`config.mk`:
```
export PLATFORM = sky130hd
export DESIGN_NAME = axi_write_burst
export DESIGN_NICKNAME = d
export VERILOG_FILES = /design/src/rtl/axi_write_burst_pkg.sv /design/src/rtl/axi_write_burst_sync_fifo_fwft.sv /design/src/rtl/axi_write_burst.sv
export SDC_FILE = /design/constraint.sdc
export NUM_CORES = 2
export LEC_CHECK = 0
export CAP_MARGIN = 40
export CORE_UTILIZATION = 60
export CTS_CLUSTER_DIAMETER = 60
export DETAILED_ROUTE_END_ITERATION = 12
export GPL_ROUTABILITY_DRIVEN = 0
export PLACE_DENSITY = 0.77
export SLEW_MARGIN = 20
export SYNTH_ARGS = -nofsm -noshare
export SYNTH_HDL_FRONTEND = slang
export SYNTH_SLANG_ARGS = --single-unit
export TNS_END_PERCENT = 10
```
`constraint.sdc`:
```
create_clock -name i_clk -period 5.42 [get_ports i_clk]
set_input_delay 1.084 -clock i_clk [delete_from_list [all_inputs] [get_ports i_clk]]
set_output_delay 1.084 -clock i_clk [all_outputs]
set_load 0.02 [all_outputs]
```
`src/rtl/axi_write_burst_pkg.sv`:
```
// Shared definitions for the AXI burst writer: AXI encodings, a ceiling-log2
// helper for sizing counters and pointers, and the writer FSM state type.
package axi_write_burst_pkg;

    localparam logic [1:0] BURST_INCR = 2'b01;
    localparam logic [1:0] RESP_OKAY  = 2'b00;
    localparam logic [3:0] CACHE_BUF  = 4'b0011;

    // Ceiling of log2(value); returns 0 for value <= 1.
    function automatic int clogb2(input int value);
        int r;
        r = 0;
        for (int i = 0; i < 31; i++) begin
            if ((1 << i) < value) begin
                r = i + 1;
            end
        end
        return r;
    endfunction

    typedef enum logic [2:0] {
        ST_IDLE  = 3'd0,
        ST_FILL  = 3'd1,
        ST_AW    = 3'd2,
        ST_WDATA = 3'd3,
        ST_WRESP = 3'd4,
        ST_DONE  = 3'd5
    } state_e;

endpackage

```
`src/rtl/axi_write_burst_sync_fifo_fwft.sv`:
```
// Single-clock show-ahead FIFO: the head entry is visible on data_o while
// empty_o is low, so a consumer can present it without a read bubble.
// Pointers carry one extra wrap bit to tell full from empty.
module axi_write_burst_sync_fifo_fwft
    import axi_write_burst_pkg::*;
#(
    parameter int DATA_WIDTH = 64,
    parameter int DEPTH      = 64
) (
    input  logic                  i_clk,
    input  logic                  i_rst_n,
    input  logic                  push_i,
    input  logic [DATA_WIDTH-1:0] data_i,
    input  logic                  pop_i,
    output logic [DATA_WIDTH-1:0] data_o,
    output logic                  full_o,
    output logic                  empty_o
);

    localparam int PTR_W = clogb2(DEPTH);

    logic [PTR_W:0]          wr_ptr_q;
    logic [PTR_W:0]          rd_ptr_q;
    logic [DATA_WIDTH-1:0]   mem_q [DEPTH];

    assign empty_o = (wr_ptr_q == rd_ptr_q);
    assign full_o  = (wr_ptr_q[PTR_W] != rd_ptr_q[PTR_W]) &&
                     (wr_ptr_q[PTR_W-1:0] == rd_ptr_q[PTR_W-1:0]);
    assign data_o  = mem_q[rd_ptr_q[PTR_W-1:0]];

    // Advance pointers on accepted push/pop; reset discards all buffered entries.
    always_ff @(posedge i_clk or negedge i_rst_n) begin
        if (!i_rst_n) begin
            wr_ptr_q <= '0;
            rd_ptr_q <= '0;
        end else begin
            if (push_i && !full_o) begin
                wr_ptr_q <= wr_ptr_q + 1'b1;
            end
            if (pop_i && !empty_o) begin
                rd_ptr_q <= rd_ptr_q + 1'b1;
            end
        end
    end

    // Storage array carries no reset; validity is tracked by the pointers.
    always_ff @(posedge i_clk) begin
        if (push_i && !full_o) begin
            mem_q[wr_ptr_q[PTR_W-1:0]] <= data_i;
        end
    end

endmodule

```
`src/rtl/axi_write_burst.sv`:
```
// AXI burst writer: buffers one AXI-Stream burst (full length or cut short by
// tlast), issues a single INCR write burst to BASE_ADDR, waits for the write
// response and pulses o_wr_done so the read-back side can start.
module axi_write_burst
    import axi_write_burst_pkg::*;
#(
    parameter int                    ADDR_WIDTH = 32,
    parameter int                    DATA_WIDTH = 64,
    parameter int                    AW_LEN     = 64,
    parameter logic [ADDR_WIDTH-1:0] BASE_ADDR  = 32'h1000_1000,
    parameter int                    FIFO_DEPTH = 64
) (
    input  logic                    i_clk,
    input  logic                    i_rst_n,
    // stream input
    input  logic [DATA_WIDTH-1:0]   s_tdata,
    input  logic                    s_tvalid,
    input  logic                    s_tlast,
    output logic                    s_tready,
    // status
    output logic                    o_wr_done,
    output logic                    o_wr_err,
    // AW channel
    output logic                    m_axi_awid,
    output logic [ADDR_WIDTH-1:0]   m_axi_awaddr,
    output logic [7:0]              m_axi_awlen,
    output logic [2:0]              m_axi_awsize,
    output logic [1:0]              m_axi_awburst,
    output logic                    m_axi_awlock,
    output logic [3:0]              m_axi_awcache,
    output logic [2:0]              m_axi_awprot,
    output logic [3:0]              m_axi_awqos,
    output logic                    m_axi_awvalid,
    input  logic                    m_axi_awready,
    // W channel
    output logic [DATA_WIDTH-1:0]   m_axi_wdata,
    output logic [DATA_WIDTH/8-1:0] m_axi_wstrb,
    output logic                    m_axi_wlast,
    output logic                    m_axi_wvalid,
    input  logic                    m_axi_wready,
    // B channel
    input  logic                    m_axi_bid,
    input  logic [1:0]              m_axi_bresp,
    input  logic                    m_axi_bvalid,
    output logic                    m_axi_bready
);

    localparam int               CNT_W    = clogb2(AW_LEN + 1);
    localparam logic [CNT_W-1:0] LAST_CNT = CNT_W'(AW_LEN - 1);
    localparam int               SIZE_LOG = clogb2(DATA_WIDTH / 8);

    state_e           state_q, state_d;
    logic [CNT_W-1:0] cnt_q, cnt_d;
    logic [7:0]       awlen_q, awlen_d;
    logic [7:0]       wbeat_q, wbeat_d;
    logic             err_q, err_d;

    logic                  fifo_push;
    logic                  fifo_pop;
    logic                  fifo_full;
    logic                  fifo_empty;
    logic [DATA_WIDTH-1:0] fifo_head;

    // Single-ID master: the response ID carries no information here.
    logic unused_bid;
    assign unused_bid = m_axi_bid;

    assign fifo_push = s_tvalid && s_tready;
    assign fifo_pop  = m_axi_wvalid && m_axi_wready;

    axi_write_burst_sync_fifo_fwft #(
        .DATA_WIDTH (DATA_WIDTH),
        .DEPTH      (FIFO_DEPTH)
    ) u_sync_fifo_fwft (
        .i_clk   (i_clk),
        .i_rst_n (i_rst_n),
        .push_i  (fifo_push),
        .data_i  (s_tdata),
        .pop_i   (fifo_pop),
        .data_o  (fifo_head),
        .full_o  (fifo_full),
        .empty_o (fifo_empty)
    );

    // Handshake outputs are decoded from the registered state only.
    assign s_tready      = (state_q == ST_FILL) && !fifo_full;
    assign m_axi_awvalid = (state_q == ST_AW);
    assign m_axi_wvalid  = (state_q == ST_WDATA) && !fifo_empty;
    assign m_axi_wlast   = m_axi_wvalid && (wbeat_q == awlen_q);
    assign m_axi_bready  = (state_q == ST_WRESP);
    assign o_wr_done     = (state_q == ST_DONE);
    assign o_wr_err      = err_q;

    assign m_axi_awid    = 1'b0;
    assign m_axi_awaddr  = BASE_ADDR;
    assign m_axi_awlen   = awlen_q;
    assign m_axi_awsize  = 3'(SIZE_LOG);
    assign m_axi_awburst = BURST_INCR;
    assign m_axi_awlock  = 1'b0;
    assign m_axi_awcache = CACHE_BUF;
    assign m_axi_awprot  = 3'b000;
    assign m_axi_awqos   = 4'b0000;
    assign m_axi_wdata   = fifo_head;
    assign m_axi_wstrb   = '1;

    // State, beat counters, burst length and sticky error register.
    always_ff @(posedge i_clk or negedge i_rst_n) begin
        if (!i_rst_n) begin
            state_q <= ST_IDLE;
            cnt_q   <= '0;
            awlen_q <= '0;
            wbeat_q <= '0;
            err_q   <= 1'b0;
        end else begin
            state_q <= state_d;
            cnt_q   <= cnt_d;
            awlen_q <= awlen_d;
            wbeat_q <= wbeat_d;
            err_q   <= err_d;
        end
    end

    // Burst sequencing: fill buffer, address, data, response, done pulse.
    always_comb begin
        state_d = state_q;
        cnt_d   = cnt_q;
        awlen_d = awlen_q;
        wbeat_d = wbeat_q;
        err_d   = err_q;
        case (state_q)
            ST_IDLE: begin
                cnt_d   = '0;
                state_d = ST_FILL;
            end
            ST_FILL: begin
                if (fifo_push) begin
                    cnt_d = cnt_q + 1'b1;
                    // cnt_q is the zero-based index of this beat, i.e. awlen.
                    if ((cnt_q == LAST_CNT) || s_tlast) begin
                        awlen_d = 8'(cnt_q);
                        state_d = ST_AW;
                    end
                end
            end
            ST_AW: begin
                wbeat_d = '0;
                if (m_axi_awready) begin
                    state_d = ST_WDATA;
                end
            end
            ST_WDATA: begin
                if (fifo_pop) begin
                    wbeat_d = wbeat_q + 1'b1;
                    if (m_axi_wlast) begin
                        state_d = ST_WRESP;
                    end
                end
            end
            ST_WRESP: begin
                if (m_axi_bvalid) begin
                    if (m_axi_bresp != RESP_OKAY) begin
                        err_d = 1'b1;
                    end
                    state_d = ST_DONE;
                end
            end
            ST_DONE: begin
                state_d = ST_IDLE;
            end
            default: begin
                state_d = ST_IDLE;
            end
        endcase
    end

endmodule

```
==> Word level (Yosys, flattened, before mapping) <==
Memories as Yosys holds them, arrays and structs flattened.
Cells that the tools add are included.
{ "totals": {"ff_bits": 40, "output_inout_bits": 137, "input_bits": 74, "ramBits": 4096, "n_memories": 1, "wordCells": 61} }
{ "op_classes": {"n_eq_ne": 16, "add_sub_neg": 4, "reduce_logical": 20, "n_mux": 13} }
{ "mem_list": {"columns": ["memory", "words", "word_bits", "read_ports", "rd_clocked_by_memory_dff", "write_ports", "line_no", "rtl"], "rows": [
  ["u_sync_fifo_fwft.mem_q", 64, 64, 1, 0, 1, "axi_write_burst_sync_fifo_fwft.sv:24", "logic [DATA_WIDTH-1:0] mem_q [DEPTH];"]
]} }
{ "op_table": {"columns": ["operator", "n"], "rows": [
  ["7-bit by 1-bit adder with 7-bit output (second input constant)", 3],
  ["3-bit two-way mux", 6],
  ["8-bit one-hot mux with 2 select lines", 1],
  ["3-bit one-hot mux with 5 select lines", 1],
  ["7-bit one-hot mux with 2 select lines", 1],
  ["8-bit by 1-bit adder with 8-bit output (second input constant)", 1],
  ["8-bit by 7-bit equality test with 1-bit output", 1],
  ["1-bit logical AND", 8],
  ["8-bit two-way mux", 1],
  ["2-bit by 1-bit inequality test with 1-bit output (second input constant)", 4],
  ["7-bit by 6-bit equality test with 1-bit output (second input constant)", 1],
  ["7-bit equality test", 1],
  ["7-bit two-way mux", 1],
  ["3-bit by 2-bit equality test with 1-bit output (second input constant)", 2],
  ["3-bit equality test (second input constant)", 2],
  ["6-bit equality test", 1],
  ["3-bit AND reduction", 2],
  ["6-bit AND reduction", 1],
  ["2-bit nonzero test", 3],
  ["2-bit inequality test (second input constant)", 2],
  ["2-bit AND reduction", 2],
  ["3-bit by 1-bit equality test with 1-bit output (second input constant)", 1],
  ["3-bit logical NOT", 1],
  ["1-bit logical NOT", 2],
  ["other kinds (3)", 4]
]} }

==> Depth between registers and ports, before layout <==
{ "depth": {"word_depth": 8, "mapped_depth": 11, "ltp_nobuf": 6} }

==> Hierarchy <==
A second synthesis with hierarchy kept.
{ "unflattened": {"hier_cells": 6691, "area_unflattened_um2": 157309.6} }
{ "modules_own_cells": {"columns": ["module", "area_per_inst_um2", "cells_each", "seq_area_each_um2", "n_inst"], "rows": [
  ["axi_write_burst_sync_fifo_fwft", 155457.8, 6492, 123348.3, 1],
  ["axi_write_burst", 1851.8, 199, 650.6, 1]
]} }

==> Worst setup path before layout <==
No wires, ideal clock.
{ "synth_path": {"path_kind": "input port to flip-flop", "from": "in s_tvalid", "to": "mem u_sync_fifo_fwft.mem_q[58][0] (enable)", "path_stages": 6, "t_arrival_ns": 4.885, "setup_time_ns": 0.487, "n_path_buf": 2, "required_time_ns": 4.933, "slack_ns": 0.048, "cell_sequence": "and2_1 -> o21ai_1 -> clkbuf_1 -> or4b_1 -> clkbuf_1 -> nor2_1"} }
{ "synth_via": {"elab_chain_cells": 4} }
{ "synth_lines": {"columns": ["element", "line_no", "rtl"], "rows": [
  ["start: declaration", "axi_write_burst.sv:17", "input logic s_tvalid,"],
  ["1-bit logical AND", "axi_write_burst.sv:68", "assign fifo_push = s_tvalid && s_tready;"],
  ["1-bit logical AND", "axi_write_burst_sync_fifo_fwft.sv:48", "if (push_i && !full_o) begin"],
  ["1-bit two-way mux", "axi_write_burst_sync_fifo_fwft.sv:48", null],
  ["1-bit two-way mux (implied by the code)", "axi_write_burst_sync_fifo_fwft.sv:49", "mem_q[wr_ptr_q[PTR_W-1:0]] <= data_i;"],
  ["end: declaration", "axi_write_burst_sync_fifo_fwft.sv:24", null]
]} }
No other way between the ends.

==> Worst setup path after layout <==
{ "layout_path": {"from": "reg u_sync_fifo_fwft.rd_ptr_q[2]", "to": "out m_axi_wdata[39]"} }
{ "layout_via": {"elab_chain_cells": 1} }
{ "layout_lines": {"columns": ["element", "line_no", "rtl"], "rows": [
  ["start: declaration", "axi_write_burst_sync_fifo_fwft.sv:23", "logic [PTR_W:0] rd_ptr_q;"],
  ["start signal: assignment", "axi_write_burst_sync_fifo_fwft.sv:41", "rd_ptr_q <= rd_ptr_q + 1'b1;"],
  ["memory 64 x 64 bit", null, null],
  ["end: declaration", "axi_write_burst.sv:36", "output logic [DATA_WIDTH-1:0] m_axi_wdata,"]
]} }
No other way between the ends.

==> summary.txt <==
Global-route wire length before repair: 611000 um
Post-Synthesis Cells: 6877
Initial DRC Count: 13.2k
Slew HR: 34.6%
Critical path required time: 4.34 ns
Final setup fails: 2
Area growth from synthesis to layout: 14.0%
Port bufs: 150
Maximum capacitance violations: 0
RSZ-0062 raised after global routing: yes
Via Count: 81.9k
Slew Viols, Final: 0
Ys flop type: edfxtp_1
Antenna Violating Nets Remaining: 0
Residual DRC: 0
Final hold viol count: 0
Synth warn: 0
CP endpoint kind: output port
Synthesized area: 159000 um^2
Yosys reg bits: 4136
Share of cells above drive strength 1: 28.7%
Post-synth EDFFs: 4096
Total Routing Usage GR: 33.2%
Initial antenna violation count: 31
Yosys top cell area share: 77.4%
Worst reg-to-reg setup slack: 1.08 ns
R2R depth: 10
Largest net degree at the start of global routing: 101
Biggest area consumer among synthesized cells: edfxtp_1
FFs w/ async S/R, synth: 0.967%
Fin crit share: 101%
Final Skew: 0.0732 ns
Die area: 267000 um^2
Placeable Area: 263000 um^2
Fin crit period: 5.48 ns
Final Power: 0.0884 W
Final core utilization: 68.9%
Routed WL: 444000 um
Clk sink count: 4136
CP Launch Point: u_sync_fifo_fwft.rd_ptr_q[2]
Leading cell types in the layout, fill and taps excluded: 4096 x edfxtp_1, 1018 x mux4_2, 404 x clkbuf_16
CTS clock-pin slew for the worst setup and hold paths: 0.06 ns
Status: finished, violations left
Post-DP HPWL: 223000 um
Avg WL per Cell: 39.2 um
Crit path launch type: flop
Tightest Pin Transition: 0.980 ns
Initial Util: 60.5%
Vias in the first global route: 81.3k
Max Clk Rate: 182 MHz
Violated checks: setup timing
Later-pin clock latency in the skew report: 0.94 ns
Max clock buf depth: 4
Clock root buffer: clkbuf_16
CP Class: flop to output port
Crit-path max FO: 63
Average size of a mapped cell: 23.1 um^2
Die width: 517 um
Commonest non-fill, non-tap cell in the layout: edfxtp_1
Leading post-synthesis cells by cell area: edfxtp_1 77%, mux4_2 14%, mux2i_1 2.1%, buf_4 0.71%, dfrtp_1 0.63%
Reg-to-reg endpoint: u_sync_fifo_fwft.mem_q[2][16]
Yosys cell types: 68
Site Rows: 188
Cts hold-fix bufs: 0
Final worst setup slack: -0.0648 ns
Pwr Density: 487 nW/um^2
Max VDD drop: 0.597 mV
Fin nets: 7537
Vias per inst: 7.23
R2R Path Start: u_sync_fifo_fwft.rd_ptr_q[0]
Leakage: 57.4 nW
Overflow after GRT: 0
CTS buffer count: 401
Die Y: 517 um
CTS tree: done
H-tree depth: 5
Crit path DAT: 4.40 ns
Hold WC Path Type: input port to async pin
Ports: 211
Crit path to: m_axi_wdata[39]
Pre-CTS WS: 0.602 ns
Seq/Total Area, Yosys: 78.0%
Drt pass-1 iters: 8
[cells by family after synthesis]
logic type	synth area share (%)
simple gates	1.29
other cells	0.00472
xor+xnor	0.154
compound gates	2.07
fa+ha+maj	0.0315
mux	16.8
buf+inv	1.67
flops	78.0
[cells in the mapped netlist, types with 12 or more instances]
cell type	instances
dfrtp_1	40
nor4_1	22
a2111oi_0	26
o22ai_1	85
edfxtp_1	4096
o21ai_0	43
buf_4	150
nor2_1	138
nand4_1	21
a211oi_1	90
a211o_1	18
nor2b_1	65
buf_6	32
a21oi_1	39
nand2_1	90
o31ai_1	14
and3_1	12
xnor2_1	17
a41oi_1	18
mux2_2	41
clkbuf_1	105
buf_1	18
a221oi_1	20
mux4_2	1018
a22o_1	42
mux2i_1	328
buf_2	135
nand3_1	19
[stage by stage]
step | std cells | setup TNS (ns) | instance area, um^2 | hold slack [ns]
3_3_place_gp | 10488 | 0 | 167000 | 0.456
3_5_place_dp | 10512 | 0 | 167000 | 0.461
6_report | 11326 | -0.0997 | 181000 | 0.178
5_1_grt | 11316 | -0.279 | 181000 | 0.158
2_1_floorplan | 6934 | 0 | 159000 | 0.464
4_1_cts | 11249 | -0.0624 | 180000 | 0.121
[sequential cells by signal (all words and copies together), names as in the netlist]
signal,cells
m_axi_awlen,7
wbeat_q,8
u_sync_fifo_fwft.wr_ptr_q,7
state_q,3
u_sync_fifo_fwft.mem_q,4096
cnt_q,7
o_wr_err,1
u_sync_fifo_fwft.rd_ptr_q,7
[per-layer routing]
layer | share of wire [%] | track usage (%) | vias up | wire length, um
met5 | 0.063 | 0 | - | 278
met4 | 6.0 | 17.7 | 22 | 26700
met3 | 13 | 8.37 | 1478 | 58600
met2 | 47 | 51.8 | 7331 | 210000
met1 | 33 | 43.6 | 42644 | 149000
li1 | - | - | 30453 | -
[worst min path at each step]
stage / startpoint / to / cells past startpoint
global placement: o_wr_err / o_wr_err / 1
detailed placement: o_wr_err / o_wr_err / 1
floorplan: u_sync_fifo_fwft.rd_ptr_q[6] / u_sync_fifo_fwft.rd_ptr_q[6] / 1
global route: i_rst_n / u_sync_fifo_fwft.rd_ptr_q[6] / 1
CTS: i_rst_n / u_sync_fifo_fwft.wr_ptr_q[0] / 1
finish: i_rst_n / u_sync_fifo_fwft.rd_ptr_q[6] / 1
[final cells by class]
cell class | instances | area [um^2]
clock inverters | 230 | 2170
repair buffers | 562 | 6920
inverters | 7 | 26.3
multi-input cells | 2351 | 33200
well taps | 3515 | 4400
fillers | 15007 | 81700
clock buffers | 503 | 10500
diodes | 22 | 55.1
flip-flops and latches | 4136 | 124000
[critical path: stages (launching register included)]
cell and delay (ns):
dfrtp_4 0.68, buf_12 0.34, buf_12 0.39, nand2_1 0.18, buf_4 0.25, a211oi_1 0.32, o31ai_1 0.16, o21ai_0 0.28
nand4_1 0.40, buf_12 0.28
[where the power goes]
part	internal, W	total, W	switching, W
clock network	0.0154	0.0274	0.0120
registers	0.0354	0.0357	0.000258
logic	0.0117	0.0253	0.0136
[timing repair]
| action | 4_1_cts | 5_1_grt |
|---|---|---|
| gates resized for setup | 25 | 26 |
| pin swaps | 0 | 4 |
| setup endpoints to repair | 45 | 22 |
| cloned | 0 | 1 |
| setup buffers | 4 | 3 |
No activity file was read; power rests on OpenSTA's default activity.
